$ cat config.mk
export PLATFORM = sky130hd
export DESIGN_NAME = catapult_shim
export DESIGN_NICKNAME = d
export VERILOG_FILES = /design/src/rtl/catapult_shim.sv
export SDC_FILE = /design/constraint.sdc
export NUM_CORES = 2
export LEC_CHECK = 0
export CAP_MARGIN = 20
export CELL_PAD_IN_SITES_DETAIL_PLACEMENT = 0
export CELL_PAD_IN_SITES_GLOBAL_PLACEMENT = 1
export CORE_AREA = 2 2 686 688
export DETAILED_ROUTE_END_ITERATION = 16
export DIE_AREA = 0 0 688 690
export GPL_ROUTABILITY_DRIVEN = 0
export PLACE_DENSITY = 0.58
export SLEW_MARGIN = 20
export SYNTH_ARGS = -nofsm -noshare
export SYNTH_HDL_FRONTEND = slang
export SYNTH_SLANG_ARGS = --single-unit
$ cat constraint.sdc
create_clock -name clock -period 5.3 [get_ports clock]
set_input_delay 1.06 -clock clock [delete_from_list [all_inputs] [get_ports clock]]
set_output_delay 1.06 -clock clock [all_outputs]
set_load 0.01 [all_outputs]
$ cat src/rtl/catapult_shim.sv
// Catapult host shim: PCIe stream loopback FIFO, soft-register MMIO file and a
// single-outstanding UMI memory-request engine driven from those registers.
module catapult_shim #(
    parameter int PCIE_WIDTH         = 256,
    parameter int SOFTREG_ADDR_WIDTH = 32,
    parameter int SOFTREG_DATA_WIDTH = 64,
    parameter int UMI_ADDR_WIDTH     = 64,
    parameter int UMI_DATA_WIDTH     = 512
) (
    input  logic                          clock,
    input  logic                          reset,
    input  logic                          io_pcie_in_valid,
    output logic                          io_pcie_in_ready,
    input  logic [PCIE_WIDTH-1:0]         io_pcie_in_bits,
    output logic                          io_pcie_out_valid,
    input  logic                          io_pcie_out_ready,
    output logic [PCIE_WIDTH-1:0]         io_pcie_out_bits,
    input  logic                          io_softreg_req_valid,
    output logic                          io_softreg_req_ready,
    input  logic [SOFTREG_ADDR_WIDTH-1:0] io_softreg_req_bits_addr,
    input  logic [SOFTREG_DATA_WIDTH-1:0] io_softreg_req_bits_wdata,
    input  logic                          io_softreg_req_bits_wr,
    output logic                          io_softreg_resp_valid,
    input  logic                          io_softreg_resp_ready,
    output logic [SOFTREG_DATA_WIDTH-1:0] io_softreg_resp_bits_rdata,
    output logic                          io_umireq_valid,
    input  logic                          io_umireq_ready,
    output logic [UMI_ADDR_WIDTH-1:0]     io_umireq_bits_addr,
    output logic [UMI_DATA_WIDTH-1:0]     io_umireq_bits_data,
    output logic                          io_umireq_bits_isWrite,
    input  logic                          io_umiresp_valid,
    output logic                          io_umiresp_ready,
    input  logic [UMI_DATA_WIDTH-1:0]     io_umiresp_bits_data
);

    localparam int NSLICE = UMI_DATA_WIDTH / 64;
    localparam int AW     = SOFTREG_ADDR_WIDTH;
    localparam int DW     = SOFTREG_DATA_WIDTH;
    localparam logic [AW-4:0] HI_REGS  = (AW-3)'(0);
    localparam logic [AW-4:0] HI_WDATA = (AW-3)'(1);
    localparam logic [AW-4:0] HI_RDATA = (AW-3)'(2);

    typedef enum logic [1:0] {UMI_IDLE, UMI_REQ, UMI_WAIT} umi_state_e;

    // ---------------- PCIe loopback FIFO ----------------
    logic [PCIE_WIDTH-1:0] fifo_mem_q [4];
    logic [PCIE_WIDTH-1:0] fifo_mem_d [4];
    logic [1:0]  wr_ptr_q, wr_ptr_d, rd_ptr_q, rd_ptr_d;
    logic [2:0]  fifo_cnt_q, fifo_cnt_d;
    logic [31:0] in_cnt_q, in_cnt_d, out_cnt_q, out_cnt_d;
    logic        pcie_enq, pcie_deq;

    // Ready is gated by reset so it reads 0 while the block is held in reset.
    assign io_pcie_in_ready  = reset && (fifo_cnt_q != 3'd4);
    assign io_pcie_out_valid = (fifo_cnt_q != 3'd0);
    assign io_pcie_out_bits  = fifo_mem_q[rd_ptr_q];
    assign pcie_enq = io_pcie_in_valid && io_pcie_in_ready;
    assign pcie_deq = io_pcie_out_valid && io_pcie_out_ready;

    always_comb begin
        fifo_mem_d = fifo_mem_q;
        wr_ptr_d   = wr_ptr_q;
        rd_ptr_d   = rd_ptr_q;
        fifo_cnt_d = fifo_cnt_q;
        in_cnt_d   = in_cnt_q;
        out_cnt_d  = out_cnt_q;
        if (pcie_enq) begin
            fifo_mem_d[wr_ptr_q] = io_pcie_in_bits;
            wr_ptr_d = wr_ptr_q + 2'd1;
            in_cnt_d = in_cnt_q + 32'd1;
        end
        if (pcie_deq) begin
            rd_ptr_d  = rd_ptr_q + 2'd1;
            out_cnt_d = out_cnt_q + 32'd1;
        end
        case ({pcie_enq, pcie_deq})
            2'b10:   fifo_cnt_d = fifo_cnt_q + 3'd1;
            2'b01:   fifo_cnt_d = fifo_cnt_q - 3'd1;
            default: fifo_cnt_d = fifo_cnt_q;
        endcase
    end

    // ---------------- Soft registers ----------------
    logic [63:0]               scratch_q, scratch_d;
    logic [UMI_ADDR_WIDTH-1:0] umi_addr_q, umi_addr_d;
    logic [UMI_DATA_WIDTH-1:0] umi_wdata_q, umi_wdata_d;
    logic [UMI_DATA_WIDTH-1:0] umi_rdata_q, umi_rdata_d;
    logic [31:0]               done_cnt_q, done_cnt_d;
    logic                      resp_valid_q, resp_valid_d;
    logic [DW-1:0]             resp_rdata_q, resp_rdata_d;
    logic [AW-4:0]             sr_hi;
    logic [2:0]                sr_lo;
    logic                      sr_accept, sr_wr, sr_rd, cmd_launch;
    logic [63:0]               slice_w, slice_r;
    logic [DW-1:0]             rd_val;

    umi_state_e                state_q, state_d;
    logic [UMI_ADDR_WIDTH-1:0] req_addr_q, req_addr_d;
    logic [UMI_DATA_WIDTH-1:0] req_data_q, req_data_d;
    logic                      req_wr_q, req_wr_d;

    assign io_softreg_req_ready       = reset && !resp_valid_q;
    assign io_softreg_resp_valid      = resp_valid_q;
    assign io_softreg_resp_bits_rdata = resp_rdata_q;

    assign sr_hi      = io_softreg_req_bits_addr[AW-1:3];
    assign sr_lo      = io_softreg_req_bits_addr[2:0];
    assign sr_accept  = io_softreg_req_valid && io_softreg_req_ready;
    assign sr_wr      = sr_accept && io_softreg_req_bits_wr;
    assign sr_rd      = sr_accept && !io_softreg_req_bits_wr;
    assign cmd_launch = sr_wr && (sr_hi == HI_REGS) && (sr_lo == 3'd3);

    always_comb begin
        slice_w = '0;
        slice_r = '0;
        rd_val  = '0;
        // Slices past the configured UMI data width stay 0.
        for (int s = 0; s < NSLICE; s++) begin
            if (sr_lo == 3'(s)) begin
                slice_w = umi_wdata_q[64*s +: 64];
                slice_r = umi_rdata_q[64*s +: 64];
            end
        end
        if (sr_hi == HI_REGS) begin
            case (sr_lo)
                3'd0:    rd_val = DW'(scratch_q);
                3'd1:    rd_val = DW'({fifo_cnt_q, (state_q == UMI_WAIT), (state_q != UMI_IDLE)});
                3'd2:    rd_val = DW'(umi_addr_q);
                3'd4:    rd_val = DW'(in_cnt_q);
                3'd5:    rd_val = DW'(out_cnt_q);
                3'd6:    rd_val = DW'(done_cnt_q);
                default: rd_val = '0;
            endcase
        end else if (sr_hi == HI_WDATA) begin
            rd_val = DW'(slice_w);
        end else if (sr_hi == HI_RDATA) begin
            rd_val = DW'(slice_r);
        end
    end

    always_comb begin
        scratch_d    = scratch_q;
        umi_addr_d   = umi_addr_q;
        umi_wdata_d  = umi_wdata_q;
        resp_valid_d = resp_valid_q;
        resp_rdata_d = resp_rdata_q;
        if (sr_wr && (sr_hi == HI_REGS) && (sr_lo == 3'd0)) begin
            scratch_d = io_softreg_req_bits_wdata[63:0];
        end
        if (sr_wr && (sr_hi == HI_REGS) && (sr_lo == 3'd2)) begin
            umi_addr_d = io_softreg_req_bits_wdata[UMI_ADDR_WIDTH-1:0];
        end
        if (sr_wr && (sr_hi == HI_WDATA)) begin
            for (int s = 0; s < NSLICE; s++) begin
                if (sr_lo == 3'(s)) begin
                    umi_wdata_d[64*s +: 64] = io_softreg_req_bits_wdata[63:0];
                end
            end
        end
        if (resp_valid_q && io_softreg_resp_ready) begin
            resp_valid_d = 1'b0;
        end
        if (sr_rd) begin
            resp_valid_d = 1'b1;
            resp_rdata_d = rd_val;
        end
    end

    // ---------------- UMI request engine ----------------
    assign io_umireq_valid        = (state_q == UMI_REQ);
    assign io_umireq_bits_addr    = req_addr_q;
    assign io_umireq_bits_data    = req_data_q;
    assign io_umireq_bits_isWrite = req_wr_q;
    assign io_umiresp_ready       = (state_q == UMI_WAIT);

    always_comb begin
        state_d     = state_q;
        req_addr_d  = req_addr_q;
        req_data_d  = req_data_q;
        req_wr_d    = req_wr_q;
        done_cnt_d  = done_cnt_q;
        umi_rdata_d = umi_rdata_q;
        case (state_q)
            UMI_IDLE: begin
                // Operands are snapshotted so later register writes cannot disturb an in-flight request.
                if (cmd_launch) begin
                    state_d    = UMI_REQ;
                    req_addr_d = umi_addr_q;
                    req_data_d = umi_wdata_q;
                    req_wr_d   = io_softreg_req_bits_wdata[0];
                end
            end
            UMI_REQ: begin
                if (io_umireq_ready) begin
                    if (req_wr_q) begin
                        state_d    = UMI_IDLE;
                        done_cnt_d = done_cnt_q + 32'd1;
                    end else begin
                        state_d = UMI_WAIT;
                    end
                end
            end
            UMI_WAIT: begin
                if (io_umiresp_valid) begin
                    state_d     = UMI_IDLE;
                    umi_rdata_d = io_umiresp_bits_data;
                    done_cnt_d  = done_cnt_q + 32'd1;
                end
            end
            default: state_d = UMI_IDLE;
        endcase
    end

    always_ff @(posedge clock or negedge reset) begin
        if (!reset) begin
            for (int i = 0; i < 4; i++) fifo_mem_q[i] <= '0;
            wr_ptr_q     <= '0;
            rd_ptr_q     <= '0;
            fifo_cnt_q   <= '0;
            in_cnt_q     <= '0;
            out_cnt_q    <= '0;
            scratch_q    <= '0;
            umi_addr_q   <= '0;
            umi_wdata_q  <= '0;
            umi_rdata_q  <= '0;
            done_cnt_q   <= '0;
            resp_valid_q <= 1'b0;
            resp_rdata_q <= '0;
            state_q      <= UMI_IDLE;
            req_addr_q   <= '0;
            req_data_q   <= '0;
            req_wr_q     <= 1'b0;
        end else begin
            fifo_mem_q   <= fifo_mem_d;
            wr_ptr_q     <= wr_ptr_d;
            rd_ptr_q     <= rd_ptr_d;
            fifo_cnt_q   <= fifo_cnt_d;
            in_cnt_q     <= in_cnt_d;
            out_cnt_q    <= out_cnt_d;
            scratch_q    <= scratch_d;
            umi_addr_q   <= umi_addr_d;
            umi_wdata_q  <= umi_wdata_d;
            umi_rdata_q  <= umi_rdata_d;
            done_cnt_q   <= done_cnt_d;
            resp_valid_q <= resp_valid_d;
            resp_rdata_q <= resp_rdata_d;
            state_q      <= state_d;
            req_addr_q   <= req_addr_d;
            req_data_q   <= req_data_d;
            req_wr_q     <= req_wr_d;
        end
    end

endmodule

==> run_results.csv <==
group,metric,value,unit
status,status,"completed",
place,hpwl,435000,um
sta,fin_skew,87.3,ps
logic_synthesis,synth_nets,9549,
routing,via_per_inst,5.00,
clock_tree,hold_buffers,1,
critical_path,crit_required,4240,ps
logic_synthesis,synth_top_family_by_area,"multiplexers",
logic_synthesis,synth_ff_type,"dfrtp_1",
grt,antenna_found_initial,296,
critical_path,r2r_cells,6,
critical_path,worstReg2RegStart,"io_softreg_resp_valid$_DFFE_PN0P_",
layout,drive_gt1_frac,0.325,
logic_synthesis,synth_area,0.127,mm2
layout,area_growth,30.3,%
sta,fin_crit_sh,0.879,
routing,drtAntennaViolNets,0,
clock_tree,cts_made_buffers,352,
sta,worstMarginPinSlew,1180,ps
die,die_w,688,um
clock_tree,clockRootBuffer,"clkbuf_16",
grt,grt_pass1_vias,89900,
logic_synthesis,yosys_warnings,0,
layout,ff_latch_area,0.0732,mm2
sta,setup_viol,0,
critical_path,crit_type,"flip-flop to primary output",
clock_tree,cts_tree,"yes",
sta,setup_tns,0,ps
layout,fin_nets,11300,
clock_tree,post_cts_buffers,0,
critical_path,timing.rr.end,"scratch_q[30]$_DFFE_PN0P_",
clock_tree,clock_sinks,2923,
logic_synthesis,synth_top_area_cell,"dfrtp_1",
routing,first_pass_iters,6,
grt,grt_pass1_wl,783000,um
grt,track_usage,0.237,
min_path,hp-class,"flip-flop to flip-flop",
logic_synthesis,yosysSeqAreaShare,0.578,
grt,grt.overflow.total,0,
routing,drc_errors,0,
critical_path,r2r_slack,1410,ps
critical_path,endpoint_kind,"primary output",
place,portBuffers,1775,
min_path,hold_depth,1,
logic_synthesis,synth_edf_count,0,
min_path,min_from,"in_cnt_q[31]$_DFFE_PN0P_",
place,dpl-instance-area,0.153,mm2
clock_tree,clk_pin_slew,60,ps
logic_synthesis,synth_top_area_frac,0.578,
logic_synthesis,synth-simple-area-share,0.0266,
logic_synthesis,yosysUniqueCellTypes,63,
layout,multiInputGateArea,0.0506,mm2
logic_synthesis,synth_compound_area_frac,0.0485,
logic_synthesis,synthMuxAreaShare,0.315,
clock_tree,cts_buffer_depth,4,
routing,routed_wl,575000,um
logic_synthesis,synthXorXnorAreaFrac,0.00685,
logic_synthesis,yosys-top-cells-area,"dfrtp_1, mux2_2, mux4_2",
pwr,ir_drop,0.000325,V
sta,drv_slew,0,
clock_tree,cts_resized,0,
logic_synthesis,syn_avg_cell_area,14.6,um2
die,row_count,251,
grt,grt_max_degree,180,
critical_path,start_kind,"flip-flop",
routing,wl_per_cell,33.8,um
clock_tree,worstSkewPairLatency,990,ps
die,core-area,0.467,mm2
sta,slew_headroom,0.212,
critical_path,path_max_fanout,30,
logic_synthesis,synth_fa_ha_area_frac,0.000949,
critical_path,cp.arrival,3600,ps
logic_synthesis,synthArstFlopShare,1.00,
layout,final_area,0.165,mm2
pwr,p_per_area,454,mW/mm2
routing,drt_iter0_drc,6096,
min_path,holdPathEnd,"in_cnt_q[31]$_DFFE_PN0P_",
logic_synthesis,ys_seq_elements,2923,
logic_synthesis,syn-instance-count,8667,
die,die_area,0.475,mm2
die,io_pins,1776,
sta,rsz0062_at_grt,"no",
run,cap_violations,0,
clock_tree,htree_levels,5,
pwr,leakage,0.0741,uW
routing,vias,84900,
die,start_util,0.271,
sta,fmaxAchievable,0.215,GHz
layout,fillerInstances,45100,
die,die_h,690,um
sta,period_minus_slack,4660,ps
sta,hold_viol_final,0,
==> metal layers <==
metal | routed length [um] | track usage
met5 | 813 | 0
met1 | 227000 | 0.283
met3 | 44600 | 0.0737
met2 | 272000 | 0.385
met4 | 30200 | 0.115
==> where the power goes <==
group | switching [uW] | internal (uW) | leakage, uW
Clock | 10400 | 14700 | 0.00588
Sequential | 2480 | 26800 | 0.0384
Combinational | 9260 | 11100 | 0.0298
Total | 22100 | 52700 | 0.0741
==> layout make-up <==
type / count / share of cell area
multi-input cells: 5042 / 0.307
inverters: 45 / 0.00107
diodes: 104 / 0.00158
well taps: 6198 / 0.0470
flip-flops and latches: 2923 / 0.444
repair buffers: 2039 / 0.127
clock buffers: 533 / 0.0638
clock inverters: 103 / 0.00917
==> through the flow <==
stage	power [uW]	hold slack (ps)	setup slack (ps)	cells	util
2_1_floorplan	39300	445	1800	8667	-
3_3_place_gp	49500	468	333	16200	0.327
3_5_place_dp	50400	469	305	16200	0.327
4_1_cts	75800	478	389	16900	0.353
5_1_grt	77800	496	391	16900	0.353
6_report	74800	482	644	17000	0.353
==> kinds of logic after synthesis <==
kind of cell,Yosys count
AO/OA/AOI/OAI,945
XOR/XNOR,99
adder cells (fa/ha/maj),9
buffers and inverters,702
flip-flops,2923
multiplexers,3244
AND/OR/NAND/NOR,745
==> state kept, by name, summed over array words and instances, names as in the netlist <==
| signal | flops |
|---|---|
| fifo_mem_q | 1024 |
| io_umireq_bits_data | 512 |
| umi_rdata_q | 512 |
| umi_wdata_q | 512 |
| io_softreg_resp_bits_rdata | 64 |
| io_umireq_bits_addr | 64 |
| scratch_q | 64 |
| umi_addr_q | 64 |
| done_cnt_q | 32 |
| in_cnt_q | 32 |
| out_cnt_q | 32 |
| fifo_cnt_q | 3 |
| rd_ptr_q | 2 |
| state_q | 2 |
| wr_ptr_q | 2 |
| io_softreg_resp_valid | 1 |
| io_umireq_bits_isWrite | 1 |
==> how the worst max path moves through the flow <==
stage	start	to	slack, ps
after floorplan	io_softreg_req_bits_addr[27]	io_umireq_bits_addr[0]$_DFFE_PN0P_	1800
after CTS	rd_ptr_q[0]$_DFFE_PN0P_	io_pcie_out_bits[56]	390
after detailed placement	reset	scratch_q[53]$_DFFE_PN0P_	300
final	rd_ptr_q[0]$_DFFE_PN0P_	io_pcie_out_bits[56]	640
after global routing	rd_ptr_q[0]$_DFFE_PN0P_	io_pcie_out_bits[56]	390
after global placement	io_softreg_req_bits_addr[1]	io_softreg_resp_bits_rdata[2]$_DFFE_PN0P_	330
==> cell usage in the layout, fill, tap and decap left out, drive strengths merged, types with 41 or more instances in the layout <==
cell type and n:
nor3 42, dfrtp 2923, nor2 237, inv 53, nand2b 41, clkinv 67
mux2i 124, xnor2 75, clkbuf 533, o22ai 52, a22oi 46, mux2 2812
diode 104, clkdlybuf4s50 1771, buf 267, mux4 308, a221oi 93, o21ai 259
a21oi 204, nand2 274
==> critical path: stages, from the launching register on <==
cell	delay (ps)
dfrtp_4	780
buf_12	340
buf_12	320
mux4_2	570
clkdlybuf4s50_1	560
==> synthesized netlist by cell type, drive strengths merged (75+ instances only) <==
library cell / instances
dfrtp: 2923
clkbuf: 433
o21ai: 259
a221oi: 93
nand2: 274
mux2: 2812
mux4: 308
xnor2: 75
buf: 224
mux2i: 124
nor2: 237
a21oi: 204
No activity file was read; power rests on OpenSTA's default activity.
